$ cat src/rtl/vga_timing_pkg.sv
// 1280x800@60 raster timing shared by scan-out, renderer and game logic.
// Also holds the coordinate widths and the bundle carried by the delay line.
package vga_timing_pkg;

  localparam int H_ACTIVE = 1280;
  localparam int H_FP     = 72;
  localparam int H_SYNC   = 128;
  localparam int H_BP     = 200;
  localparam int H_TOTAL  = H_ACTIVE + H_FP + H_SYNC + H_BP;

  localparam int V_ACTIVE = 800;
  localparam int V_FP     = 3;
  localparam int V_SYNC   = 6;
  localparam int V_BP     = 22;
  localparam int V_TOTAL  = V_ACTIVE + V_FP + V_SYNC + V_BP;

  localparam logic H_POL = 1'b0;
  localparam logic V_POL = 1'b1;

  localparam int PIPE_LAT = 2;

  localparam int X_W = 11;
  localparam int Y_W = 10;

  typedef struct packed {
    logic act;
    logic hs;
    logic vs;
  } tim_t;

endpackage

$ cat src/rtl/vga_scan_if.sv
// Scan-out bundle: coordinates out to the renderer, colour back,
// and the VGA pin group plus frame tick.
interface vga_scan_if;
  import vga_timing_pkg::*;

  logic [X_W-1:0] draw_x;
  logic [Y_W-1:0] draw_y;
  logic [3:0]     r;
  logic [3:0]     g;
  logic [3:0]     b;
  logic [3:0]     vga_r;
  logic [3:0]     vga_g;
  logic [3:0]     vga_b;
  logic           vga_hs;
  logic           vga_vs;
  logic           frame_tick;

  modport master (
    output draw_x, draw_y,
    input  r, g, b,
    output vga_r, vga_g, vga_b,
    output vga_hs, vga_vs, frame_tick
  );

  modport slave (
    input  draw_x, draw_y,
    output r, g, b,
    input  vga_r, vga_g, vga_b,
    input  vga_hs, vga_vs, frame_tick
  );

endinterface

$ cat src/rtl/vga_scan_out_sig_delay.sv
// Depth-N, width-W shift register with async active-low clear.
// Aligns raster timing bits with the renderer's colour latency.
module sig_delay #(
  parameter int W = 3,
  parameter int N = 2
) (
  input  logic         clk,
  input  logic         rst_n,
  input  logic [W-1:0] d_i,
  output logic [W-1:0] q_o
);

  logic [W-1:0] sr_q [N];

  always_ff @(posedge clk or negedge rst_n) begin
    if (!rst_n) begin
      for (int i = 0; i < N; i++) sr_q[i] <= '0;
    end else begin
      sr_q[0] <= d_i;
      for (int i = 1; i < N; i++) sr_q[i] <= sr_q[i-1];
    end
  end

  assign q_o = sr_q[N-1];

endmodule

$ cat src/rtl/vga_scan_out.sv
// Raster counters, timing alignment to renderer latency and
// registered VGA pin stage with a once-per-frame tick.
module vga_scan_out
  import vga_timing_pkg::*;
#(
  parameter int   HACTIVE = H_ACTIVE,
  parameter int   HFP     = H_FP,
  parameter int   HSYNC   = H_SYNC,
  parameter int   HBP     = H_BP,
  parameter int   VACTIVE = V_ACTIVE,
  parameter int   VFP     = V_FP,
  parameter int   VSYNC   = V_SYNC,
  parameter int   VBP     = V_BP,
  parameter logic HPOL    = H_POL,
  parameter logic VPOL    = V_POL,
  parameter int   LAT     = PIPE_LAT
) (
  input  logic       clk,
  input  logic       rst_n,
  vga_scan_if.master bus
);

  localparam logic [X_W-1:0] X_ACT  =
    X_W'(HACTIVE);
  localparam logic [X_W-1:0] HS_BEG =
    X_W'(HACTIVE + HFP);
  localparam logic [X_W-1:0] HS_END =
    X_W'(HACTIVE + HFP + HSYNC - 1);
  localparam logic [X_W-1:0] X_LAST =
    X_W'(HACTIVE + HFP + HSYNC + HBP - 1);

  localparam logic [Y_W-1:0] Y_ACT  =
    Y_W'(VACTIVE);
  localparam logic [Y_W-1:0] VS_BEG =
    Y_W'(VACTIVE + VFP);
  localparam logic [Y_W-1:0] VS_END =
    Y_W'(VACTIVE + VFP + VSYNC - 1);
  localparam logic [Y_W-1:0] Y_LAST =
    Y_W'(VACTIVE + VFP + VSYNC + VBP - 1);

  logic [X_W-1:0] h_q, h_d;
  logic [Y_W-1:0] v_q, v_d;
  tim_t           raw, dly;
  logic [11:0]    rgb_q, rgb_d;
  logic           hs_q, hs_d;
  logic           vs_q, vs_d;
  logic           tick_q, tick_d;

  always_comb begin
    h_d = (h_q == X_LAST) ? '0 : h_q + 1'b1;
    v_d = v_q;
    if (h_q == X_LAST)
      v_d = (v_q == Y_LAST) ? '0 : v_q + 1'b1;

    raw     = '0;
    raw.act = (h_q < X_ACT) && (v_q < Y_ACT);
    raw.hs  = (h_q >= HS_BEG) && (h_q <= HS_END);
    raw.vs  = (v_q >= VS_BEG) && (v_q <= VS_END);

    // colour is only trusted while the aligned active bit is set
    rgb_d  = dly.act ? {bus.r, bus.g, bus.b} : '0;
    hs_d   = dly.hs ? HPOL : ~HPOL;
    vs_d   = dly.vs ? VPOL : ~VPOL;
    tick_d = (h_q == '0) && (v_q == Y_ACT);
  end

  sig_delay #(
    .W ($bits(tim_t)),
    .N (LAT)
  ) u_dly (
    .clk   (clk),
    .rst_n (rst_n),
    .d_i   (raw),
    .q_o   (dly)
  );

  always_ff @(posedge clk or negedge rst_n) begin
    if (!rst_n) begin
      h_q    <= '0;
      v_q    <= '0;
      rgb_q  <= '0;
      hs_q   <= ~HPOL;
      vs_q   <= ~VPOL;
      tick_q <= 1'b0;
    end else begin
      h_q    <= h_d;
      v_q    <= v_d;
      rgb_q  <= rgb_d;
      hs_q   <= hs_d;
      vs_q   <= vs_d;
      tick_q <= tick_d;
    end
  end

  assign bus.draw_x     = h_q;
  assign bus.draw_y     = v_q;
  assign bus.vga_r      = rgb_q[11:8];
  assign bus.vga_g      = rgb_q[7:4];
  assign bus.vga_b      = rgb_q[3:0];
  assign bus.vga_hs     = hs_q;
  assign bus.vga_vs     = vs_q;
  assign bus.frame_tick = tick_q;

endmodule

$ cat src/flat_wrapper.sv
// flat-port wrapper written by rule: the top's interface ports become plain ports
module vga_scan_out_flat import vga_timing_pkg::*;
#(
  parameter int   HACTIVE = H_ACTIVE,
  parameter int   HFP     = H_FP,
  parameter int   HSYNC   = H_SYNC,
  parameter int   HBP     = H_BP,
  parameter int   VACTIVE = V_ACTIVE,
  parameter int   VFP     = V_FP,
  parameter int   VSYNC   = V_SYNC,
  parameter int   VBP     = V_BP,
  parameter logic HPOL    = H_POL,
  parameter logic VPOL    = V_POL,
  parameter int   LAT     = PIPE_LAT
)
  (clk, rst_n, bus_draw_x, bus_draw_y, bus_r, bus_g, bus_b, bus_vga_r, bus_vga_g, bus_vga_b, bus_vga_hs, bus_vga_vs, bus_frame_tick);
  vga_scan_if bus_i ();
  input  logic clk;
  input  logic rst_n;
  output wire logic [$bits(bus_i.draw_x)-1:0] bus_draw_x;
  output wire logic [$bits(bus_i.draw_y)-1:0] bus_draw_y;
  input wire logic [$bits(bus_i.r)-1:0] bus_r;
  input wire logic [$bits(bus_i.g)-1:0] bus_g;
  input wire logic [$bits(bus_i.b)-1:0] bus_b;
  output wire logic [$bits(bus_i.vga_r)-1:0] bus_vga_r;
  output wire logic [$bits(bus_i.vga_g)-1:0] bus_vga_g;
  output wire logic [$bits(bus_i.vga_b)-1:0] bus_vga_b;
  output wire logic [$bits(bus_i.vga_hs)-1:0] bus_vga_hs;
  output wire logic [$bits(bus_i.vga_vs)-1:0] bus_vga_vs;
  output wire logic [$bits(bus_i.frame_tick)-1:0] bus_frame_tick;
  assign bus_draw_x = bus_i.draw_x;
  assign bus_draw_y = bus_i.draw_y;
  assign bus_i.r = bus_r;
  assign bus_i.g = bus_g;
  assign bus_i.b = bus_b;
  assign bus_vga_r = bus_i.vga_r;
  assign bus_vga_g = bus_i.vga_g;
  assign bus_vga_b = bus_i.vga_b;
  assign bus_vga_hs = bus_i.vga_hs;
  assign bus_vga_vs = bus_i.vga_vs;
  assign bus_frame_tick = bus_i.frame_tick;
  vga_scan_out #(.HACTIVE(HACTIVE), .HFP(HFP), .HSYNC(HSYNC), .HBP(HBP), .VACTIVE(VACTIVE), .VFP(VFP), .VSYNC(VSYNC), .VBP(VBP), .HPOL(HPOL), .VPOL(VPOL), .LAT(LAT)) u_core (.clk(clk), .rst_n(rst_n), .bus(bus_i));
endmodule
$ cat config.mk
export PLATFORM = sky130hd
export DESIGN_NAME = vga_scan_out_flat
export DESIGN_NICKNAME = d
export VERILOG_FILES = /design/src/rtl/vga_timing_pkg.sv /design/src/rtl/vga_scan_if.sv /design/src/rtl/vga_scan_out_sig_delay.sv /design/src/rtl/vga_scan_out.sv /design/src/flat_wrapper.sv
export SDC_FILE = /design/constraint.sdc
export NUM_CORES = 1
export LEC_CHECK = 0
export ABC_AREA = 1
export ABC_CLOCK_PERIOD_IN_PS = 3900
export BUFFER_PORTS_ARGS = -buffer_cell sky130_fd_sc_hd__buf_2
export CORE_MARGIN = 3
export CORE_UTILIZATION = 45
export CTS_BUF_LIST = sky130_fd_sc_hd__clkbuf_4
export CTS_CLUSTER_DIAMETER = 100
export CTS_CLUSTER_SIZE = 20
export DETAILED_ROUTE_END_ITERATION = 8
export PLACE_DENSITY_LB_ADDON = 0.15
export SYNTH_ARGS = -nofsm -noshare
export SYNTH_HDL_FRONTEND = slang
export SYNTH_HIERARCHICAL = 1
export SYNTH_SLANG_ARGS = --single-unit
$ cat constraint.sdc
create_clock -name clk -period 3.9 [get_ports clk]
set_clock_uncertainty 0.05 [all_clocks]
set_input_delay 0.195 -clock clk [delete_from_list [all_inputs] [get_ports clk]]
set_output_delay 0.195 -clock clk [all_outputs]
set_load 0.01 [all_outputs]
==> qor.yml, run 1 <==
outcome: "finished clean"
multi_input_area_um2: 761
cts_num_sinks: 42
numCtsBuffers: 5
antenna_found_initial: 0
crit_fanout: 14
grt_max_degree: 43
drive_gt1_share_pct: 21.8
core_mm2: 0.00414
clk_latency_ns: 0.35
vias_per_cell: 4.76
critical_path_class: "reg2reg"
area_growth_pct: 22.3
drc: 0
clk_pin_slew_worst_paths_ns: 0.12
ant_nets: 0
synthTopCellsByArea: "dfrtp_1, nand2_1, inv_1, nand3_1, nor2_1"
place_congestion: 0.823
finalSetupViolations: 0
grt_pass1_vias: 1483
dieArea_mm2: 0.00531
grt_usage_pct: 16.7
synth_flop_cell: "dfrtp_1"
register_area_mm2: 0.00105
drv_cap: 0
die_x_um: 72.9
die_h_um: 72.9
n_antenna_cell: 0
tightest_slew_ns: 0.894
ioPinCount: 50
cts_tree: "built"
clock_path_buffers: 2
synth_top_area_share_pct: 51.0
fp-row-count: 23
drv_slew: 0
async_flop_share_pct: 100
io_buffers: 49
fillers: 376
hold_class: "reg2reg"
mostFrequentLayoutCells: "nand2_1, buf_2, inv_1, dfrtp_1, nor2_1"
synth-edff-count: 0
grt_pass1_wl_um: 6870
hold_violations: 0
total_leakage_power_nw: 1.35
ys_ff_latch: 42
place_ws_ns: 2.20
cts_max_level: 2
start_util_pct: 48.6
final_common_cell: "nand2_1"
maxSlewHeadroom_pct: 40.4
finalWirelength_um: 4200
drt_iter0_markers: 73
power_density_mw_per_mm2: 281
max-vdd-ir-drop_mv: 0.113
seq_area_frac_synth_pct: 52.3
end_kind: "flop"
worst_slack_ns: 2.16
rsz0062_at_grt: "false"
arrival_ns: 1.94
cts_root_buf: "clkbuf_4"
postSynthAreaPerCell_um2: 8.42
fmax_ghz: 0.574
wl_per_cell_um: 11.9
vias: 1681
syn_area_mm2: 0.00201
finalNetCount: 321
grt_overflow: 0
dr.pass1.iters: 5
fin_crit_sh_pct: 44.7
yosysWarnings: 6
min_period_ns: 1.74
synth.distinct_cells: 26
tns_ns: 0
synthCells: 239
syn_nets: 258
hpwl_um: 2890
synth_top_cell_by_area: "dfrtp_1"
cp.required_ns: 4.10
post_cts_resized: 0
worst_setup_path_start_kind: "flop"
[flip-flops by register name (all words and copies together), names as in the netlist]
signal                 cells
u_core/bus.frame_tick      1
u_core/bus.draw_y         10
u_core/bus.draw_x         11
u_core/bus.vga_hs          1
u_core/rgb_q              12
u_core/u_dly/q_o           3
u_core/u_dly/sr_q          3
u_core/bus.vga_vs          1
[cell families (layout without fill, tap and decap cells)]
kind of cell	Yosys count	in the layout	synth area share (%)
xor+xnor	9	9	3.92
flops	42	42	52.3
fa+ha+maj	5	5	3.11
compound gates	11	11	3.17
simple gates	124	124	27.6
buf+inv	48	112	9.94
[layer usage]
layer	GRT usage [%]	vias to the layer above	part of all wire, %
met1	22.8	765	49
li1	-	860	-
met3	3.86	5	6.0
met2	26.2	51	44
met4	5.53	0	1.3
met5	0	-	0
[critical path: stages, from the launching register on]
cell and delay, ns:
dfrtp_1 0.43, ha_1 0.31, nand2_2 0.10, nor2_4 0.12, nand3_2 0.10, nor2_4 0.27, inv_2 0.12, nand2_1 0.08
nand2_1 0.06
[cells in the mapped netlist (2+ instances only)]
master / number
nand2_1: 59
dfrtp_1: 41
inv_1: 41
nor2_1: 26
nand3_1: 20
xor2_1: 9
o21ai_0: 7
nor3_1: 6
ha_1: 5
buf_4: 3
nand4_1: 3
nor2_4: 3
nand3_2: 2
nand3b_1: 2
[worst paths after layout]
kind / startpoint / end / slack, ns / cells after the start
max: u_core/bus.draw_x[0]$_DFF_PN0_ / u_core/bus.draw_y[8]$_DFFE_PN0N_ / 2.16 / 8
min: u_core/u_dly/sr_q[3]$_DFF_PN0_ / u_core/u_dly/q_o[0]$_DFF_PN0_ / 0.31 / 0
max reg2reg: u_core/bus.draw_x[0]$_DFF_PN0_ / u_core/bus.draw_y[8]$_DFFE_PN0N_ / 2.16 / 8
min reg2reg: u_core/u_dly/sr_q[3]$_DFF_PN0_ / u_core/u_dly/q_o[0]$_DFF_PN0_ / 0.31 / 0
max in group asynchronous: rst_n / u_core/u_dly/sr_q[3]$_DFF_PN0_ / 2.78 / 2
min in group asynchronous: rst_n / u_core/bus.draw_x[8]$_DFF_PN0_ / 0.46 / 2
[report_power, final]
group / switching (mW) / internal [mW]
clock: 0.136 / 0.0749
combinational: 0.0196 / 0.0194
sequential: 0.00136 / 0.442
total: 0.157 / 0.536
[area by class of cell]
class	count	share of cell area [%]
Multi-Input combinational cell	149	30.9
Inverter	42	6.40
Clock inverter	2	0.356
Tap cell	50	2.54
Clock buffer	6	1.83
Sequential cell	42	42.7
Timing Repair Buffer	62	15.2
[through the flow]
stage | total power [mW] | instances | hold WS (ns) | area [µm²] | util, %
2_1_floorplan | 0.460 | 239 | -0.151 | 2010 | -
3_3_place_gp | 0.481 | 332 | 0.283 | 2280 | 55.0
3_5_place_dp | 0.481 | 332 | 0.287 | 2280 | 55.0
4_1_cts | 0.705 | 353 | 0.314 | 2460 | 59.4
5_1_grt | 0.727 | 353 | 0.316 | 2460 | 59.4
6_report | 0.693 | 353 | 0.309 | 2460 | 59.4
[timing repair]
action	in CTS	in global routing
hold endpoints to repair	53	0
setup buffers	0	0
hold buffers	13	0
setup endpoints to repair	0	0
No activity file was read; power rests on OpenSTA's default activity.
==> run 2: changes to the inputs <==
- ABC_CLOCK_PERIOD_IN_PS: 3900 -> 1800
- clock period: 3.9 -> 1.8 ns (I/O delays scaled with it)
==> run 2 against run 1 <==
Effect of this change:
- sequential share of layout area fell by 1.6 points
- routed wire length increased by 9.0%
- critical path depth did not move
- non-clock buffer count is 7 higher
- cell count rose by 2.3%
- clock power grew to 2.8 times the previous value
- highest routed layer unchanged
==> qor.yml, run 2 (same netlist as run 1, synthesis figures left out) <==
p_seq_share_pct: 58.4  # -5.5 points
grt_pass1_wl_um: 7690  # +12%
cts_num_sinks: 42  # unchanged
placed_area_mm2: 0.00231  # +1.5%
drc: 0  # unchanged
hpwl_um: 2970  # +2.5%
drive_gt1_share_pct: 24.4  # +2.7 points
fin_crit_sh_pct: 91.6  # +47 points
grt_overflow: 0  # unchanged
p_switching_uw: 353  # +120%
die_h_um: 72.9  # unchanged
drt_iter0_markers: 81  # +11%
hold_class: "in2async"
cpLargestDelayFamily: "simple AND/OR/NAND/NOR gates"
stdcell_area_mm2: 0.00256  # +4.0%
place_ws_ns: 0.0786  # -2.13 ns
rsz0062_at_grt: "false"
fin_cells: 361  # +2.3%
fp-row-count: 23  # unchanged
place_congestion: 0.819  # -0.43%
power_density_mw_per_mm2: 643  # +130%
cp.buffers_inverters: 1  # unchanged
hold_violations: 0  # unchanged
fmax_ghz: 0.606  # +5.6%
numCtsBuffers: 5  # unchanged
ant_nets: 0  # unchanged
n_antenna_cell: 0  # unchanged
largest_reg_flops: 12  # unchanged
finalWirelength_um: 4580  # +9.0%
cpPeakStageDelay_ns: 0.44  # about the same
final_common_cell: "nand2_1"
die_x_um: 72.9  # unchanged
min_period_ns: 1.65  # -0.0921 ns
crit_fanout: 7  # -7
cpMostUsedCell: "nor2_4"
dieArea_mm2: 0.00531  # unchanged
outcome: "finished clean"
p_comb_share_pct: 5.6  # about the same
critical_path_class: "reg2reg"
cp_slowest_cell: "dfrtp_1"
grt_pass1_vias: 1710  # +15%
sw_frac_of_total_pct: 21.5  # -1.2 points
finalSetupViolations: 0  # unchanged
drv_cap: 0  # unchanged
core_mm2: 0.00414  # unchanged
cts_max_level: 2  # unchanged
total_leakage_power_nw: 1.40  # +3.9%
arrival_ns: 1.84  # -0.10 ns
cp.required_ns: 2.00  # -2.10 ns
worst_slack_ns: 0.151  # -2.01 ns
clkPwrFrac_pct: 36.0  # +5.5 points
cts_tree: "built"
reg2reg_depth: 8  # unchanged
grt_max_degree: 43  # unchanged
largest-register: "u_core/rgb_q"
mostFrequentLayoutCells: "nand2_1, buf_2, inv_1, dfrtp_1, nor2_1"
cp_num_cells: 8  # unchanged
tightest_slew_ns: 0.334  # -0.560 ns
crit_chain: "ha_2 -> nand2_2 -> nor2_4 -> nand3_2 -> nor2_4 -> inv_2 -> nand2_1 -> o21ai_1"
vias_per_cell: 4.81  # +0.93%
post-place-cells: 335  # +0.90%
wl_per_cell_um: 12.7  # +6.6%
clock_path_buffers: 2  # unchanged
end_kind: "flop"
maxSlewHeadroom_pct: 77.6  # +37 points
clk_latency_ns: 0.34  # about the same
start_util_pct: 48.6  # unchanged
antenna_found_initial: 0  # unchanged
io_buffers: 49  # unchanged
ioPinCount: 50  # unchanged
drv_slew: 0  # unchanged
max-vdd-ir-drop_mv: 0.254  # +130%
p_int_mw: 1.29  # +140%
cts_root_buf: "clkbuf_4"
clk_pin_slew_worst_paths_ns: 0.13  # about the same
grt_usage_pct: 18.8  # +2.2 points
worst_setup_path_start_kind: "flop"
dr.pass1.iters: 4  # -1
area_growth_pct: 27.2
finalNetCount: 329  # +2.5%
vias: 1735  # +3.2%
tns_ns: 0  # unchanged
-- run 2: cell count changes in the layout (fill, tap and decap cells not counted) --
cell       before  now
buf_12          0    1
bufinv_16       0    1
ha_1            5    4
buf_4           0    6
clkinv_2        1    2
clkinv_1        1    0
nor2_2          0    1
ha_2            0    1
clkbuf_4        6    5
-- run 2: routing by layer --
layer  global-route usage (%)  vias up  part of all wire (%)
met5                        0        -                     0
met4                     8.20        0                  0.44
met3                     3.58        2                   7.1
met2                     30.2       65                    46
met1                     24.9      794                    46
li1                         -      874                     -
-- run 2: final timing paths --
check	from	end	slack, ns
setup / recovery	u_core/bus.draw_x[0]$_DFF_PN0_	u_core/bus.draw_y[4]$_DFFE_PN0N_	0.15
hold / removal	rst_n	u_core/bus.draw_x[5]$_DFF_PN0_	0.17
setup reg to reg	u_core/bus.draw_x[0]$_DFF_PN0_	u_core/bus.draw_y[4]$_DFFE_PN0N_	0.15
hold reg to reg	u_core/u_dly/q_o[0]$_DFF_PN0_	u_core/bus.vga_vs$_DFF_PN0_	0.31
max in group asynchronous	rst_n	u_core/bus.vga_hs$_DFF_PN1_	1.27
min in group clk	u_core/u_dly/q_o[0]$_DFF_PN0_	u_core/bus.vga_vs$_DFF_PN0_	0.31
-- run 2: final cells by class --
class                   count  area [µm²]
inverters                  42         158
repair buffers             69         440
flip-flops and latches     42        1050
clock buffers               5        37.5
well taps                  50        62.6
clock inverters             3        40.0
multi-input cells         150         769
fillers                   380        1580
-- run 2: per-stage QoR --
stage	power (mW)	hold slack, ns	util (%)
after detailed placement	1.05	0.0329	55.8
after global placement	1.05	0.0312	55.8
final	1.64	0.171	61.8
after CTS	1.67	0.173	60.8
after global routing	1.72	0.178	61.8
after floorplan	0.996	-0.256	-
-- run 2: what timing repair did --
action                                 4_1_cts  5_1_grt
resized for setup                            0        1
setup endpoints to repair                    0        8
endpoints found under the hold margin       54        0
hold buffers                                13        0
buffers inserted                             0        4
-- run 2: power by group through the flow --
stage,Combinational (mW),Sequential (mW),Clock (mW)
6_report,0.0922,0.960,0.592
5_1_grt,0.105,0.962,0.654
3_5_place_dp,0.0709,0.978,0
2_1_floorplan,0.00974,0.987,0
3_3_place_gp,0.0701,0.978,0
4_1_cts,0.0927,0.960,0.617
-- run 2: worst reg2reg max path: cells and delay by family, from the launching register on --
kind | cells | cell delay, ns
and+or+nand+nor | 5 | 0.62
DFF | 1 | 0.44
adders and majority gates | 1 | 0.27
buffers and inverters | 1 | 0.10
AOI/OAI and AO/OA | 1 | 0.06
==> run 3: changes to the inputs <==
- CORE_UTILIZATION: 45 -> 52
==> run 3 against run 2 <==
Effect of this change:
- global-route usage is 1.6 points higher
- utilization is 9.8 points higher
- clock-buffer cell count is 1 higher
- clock power is 21% lower
- register-to-register slack worse by 0.02 ns
- fmax is 1.2% lower
- flip-flop and latch count stayed put
- via count is 0.58% higher
- routed wire length is 4.7% lower
- worst setup slack worse by 0.021 ns
- non-clock buffer count stayed put
==> qor.yml, run 3 (same netlist as run 1, synthesis figures left out) <==
outcome: "finished clean"
cts_max_level: 2  # unchanged
place_congestion: 0.864  # +5.5%
ioPinCount: 50  # unchanged
grt_pass1_wl_um: 7000  # -9.0%
drt_iter0_markers: 85  # +4.9%
hpwl_um: 2950  # -0.75%
cp.required_ns: 2.04  # +0.04 ns
vias_per_cell: 4.89  # +1.7%
critical_path_class: "reg2reg"
total_power_mw: 1.51  # -8.0%
mostFrequentLayoutCells: "nand2_1, buf_2, inv_1, dfrtp_1, nor2_1"
finalSetupViolations: 0  # unchanged
numCtsBuffers: 5  # unchanged
cts_root_buf: "clkbuf_4"
reg2reg_depth: 8  # unchanged
cp-startpoint: "u_core/bus.draw_x[0]$_DFF_PN0_"
rsz0062_at_grt: "false"
max-vdd-ir-drop_mv: 0.366  # +44%
core_mm2: 0.00352  # -15%
grt_max_degree: 43  # unchanged
die_h_um: 68.2  # -6.4%
die_x_um: 68.2  # -6.4%
power_density_mw_per_mm2: 601  # -6.5%
place_ws_ns: 0.106  # +0.0275 ns
r2r-start: "u_core/bus.draw_x[0]$_DFF_PN0_"
hold_violations: 0  # unchanged
reg2reg_slack_ns: 0.13  # -0.02 ns
min_period_ns: 1.67  # +0.0206 ns
n_antenna_cell: 0  # unchanged
final_common_cell: "nand2_1"
tns_ns: 0  # unchanged
drc: 0  # unchanged
finalWirelength_um: 4370  # -4.7%
grt_usage_pct: 20.4  # +1.6 points
end_kind: "flop"
dieArea_mm2: 0.00465  # -12%
arrival_ns: 1.91  # +0.07 ns
ant_nets: 0  # unchanged
maxSlewHeadroom_pct: 65.4  # -12 points
r2r_end: "u_core/bus.draw_y[1]$_DFFE_PN0N_"
grt_overflow: 0  # unchanged
drv_slew: 0  # unchanged
tightest_slew_ns: 0.519  # +0.185 ns
hold_class: "in2async"
fp-row-count: 21  # -8.7%
largest-register: "u_core/rgb_q"
crit_fanout: 6  # -1
drv_cap: 0  # unchanged
worst_setup_path_start_kind: "flop"
vias: 1745  # +0.58%
dr.pass1.iters: 4  # unchanged
largest_reg_flops: 12  # unchanged
wl_per_cell_um: 12.2  # -3.7%
fin_crit_sh_pct: 92.8  # +1.1 points
finalNetCount: 329  # unchanged
clk_latency_ns: 0.36  # +0.02 ns
cts_num_sinks: 42  # unchanged
total_leakage_power_nw: 1.38  # -1.2%
cts_tree: "built"
fmax_ghz: 0.599  # -1.2%
antenna_found_initial: 0  # unchanged
clk_pin_slew_worst_paths_ns: 0.13  # about the same
drive_gt1_share_pct: 24.1  # -0.32 points
holdWs_ns: 0.252  # +0.0806 ns
clock_path_buffers: 2  # unchanged
worst_slack_ns: 0.130  # -0.0206 ns
io_buffers: 49  # unchanged
start_util_pct: 57.2  # +8.6 points
grt_pass1_vias: 1572  # -8.1%
area_growth_pct: 25.1
run 3: changes by cell type in the layout (fill, tap and decap cells not counted):
cell	before	now
buf_12	1	0
clkinv_2	2	1
buf_4	6	7
clkinv_1	0	1
bufinv_16	1	0
clkbuf_4	5	6
run 3: area by class of cell:
cell class / count / area [µm²]
Tap cell: 46 / 57.6
Clock buffer: 6 / 45.0
Clock inverter: 2 / 8.76
Timing Repair Buffer: 69 / 428
Multi-Input combinational cell: 150 / 769
Fill cell: 283 / 1000
Sequential cell: 42 / 1050
Inverter: 42 / 158
run 3: stage by stage:
stage          cell area (µm²)  instances  utilization (%)
3_3_place_gp              2300        331             65.2
6_report                  2520        357             71.5
3_5_place_dp              2300        331             65.2
4_1_cts                   2480        352             70.4
5_1_grt                   2520        357             71.5
2_1_floorplan             2010        239                -
run 3: critical path, stage by stage (launching register included):
cell	delay (ns)
dfrtp_1	0.44
ha_2	0.27
nand2_2	0.08
nor2_4	0.12
nand3_2	0.13
nor2_4	0.22
buf_4	0.15
nand3_1	0.05
o21ai_0	0.07
run 3: worst max-delay path by stage:
stage / end / depth (start not counted)
global route: u_core/bus.draw_y[9]$_DFFE_PN0N_ / 8
detailed placement: u_core/bus.draw_y[4]$_DFFE_PN0N_ / 8
CTS: u_core/bus.draw_y[4]$_DFFE_PN0N_ / 8
global placement: u_core/bus.draw_y[4]$_DFFE_PN0N_ / 8
finish: u_core/bus.draw_y[1]$_DFFE_PN0N_ / 8
floorplan: u_core/bus.draw_y[0]$_DFFE_PN0N_ / 7
run 3: what timing repair did:
| action | in CTS | in global routing |
|---|---|---|
| buffers inserted | 0 | 4 |
| endpoints found under the hold margin | 53 | 0 |
| setup endpoints to repair | 0 | 9 |
| resized for setup | 0 | 1 |
| hold buffers | 13 | 0 |
run 3: metal layers:
layer	GRT usage (%)	vias to the layer above	routed length [µm]
met2	31.9	55	1990
met1	27.0	810	2010
li1	-	874	-
met4	7.44	0	59
met3	5.91	6	305
met5	0	-	0
run 3: report_power, final:
| part | leakage (nW) | switching [mW] | internal, mW |
|---|---|---|---|
| sequential | 0.531 | 0.00301 | 0.957 |
| clock | 0.0331 | 0.305 | 0.162 |
| combinational | 0.820 | 0.0436 | 0.0435 |
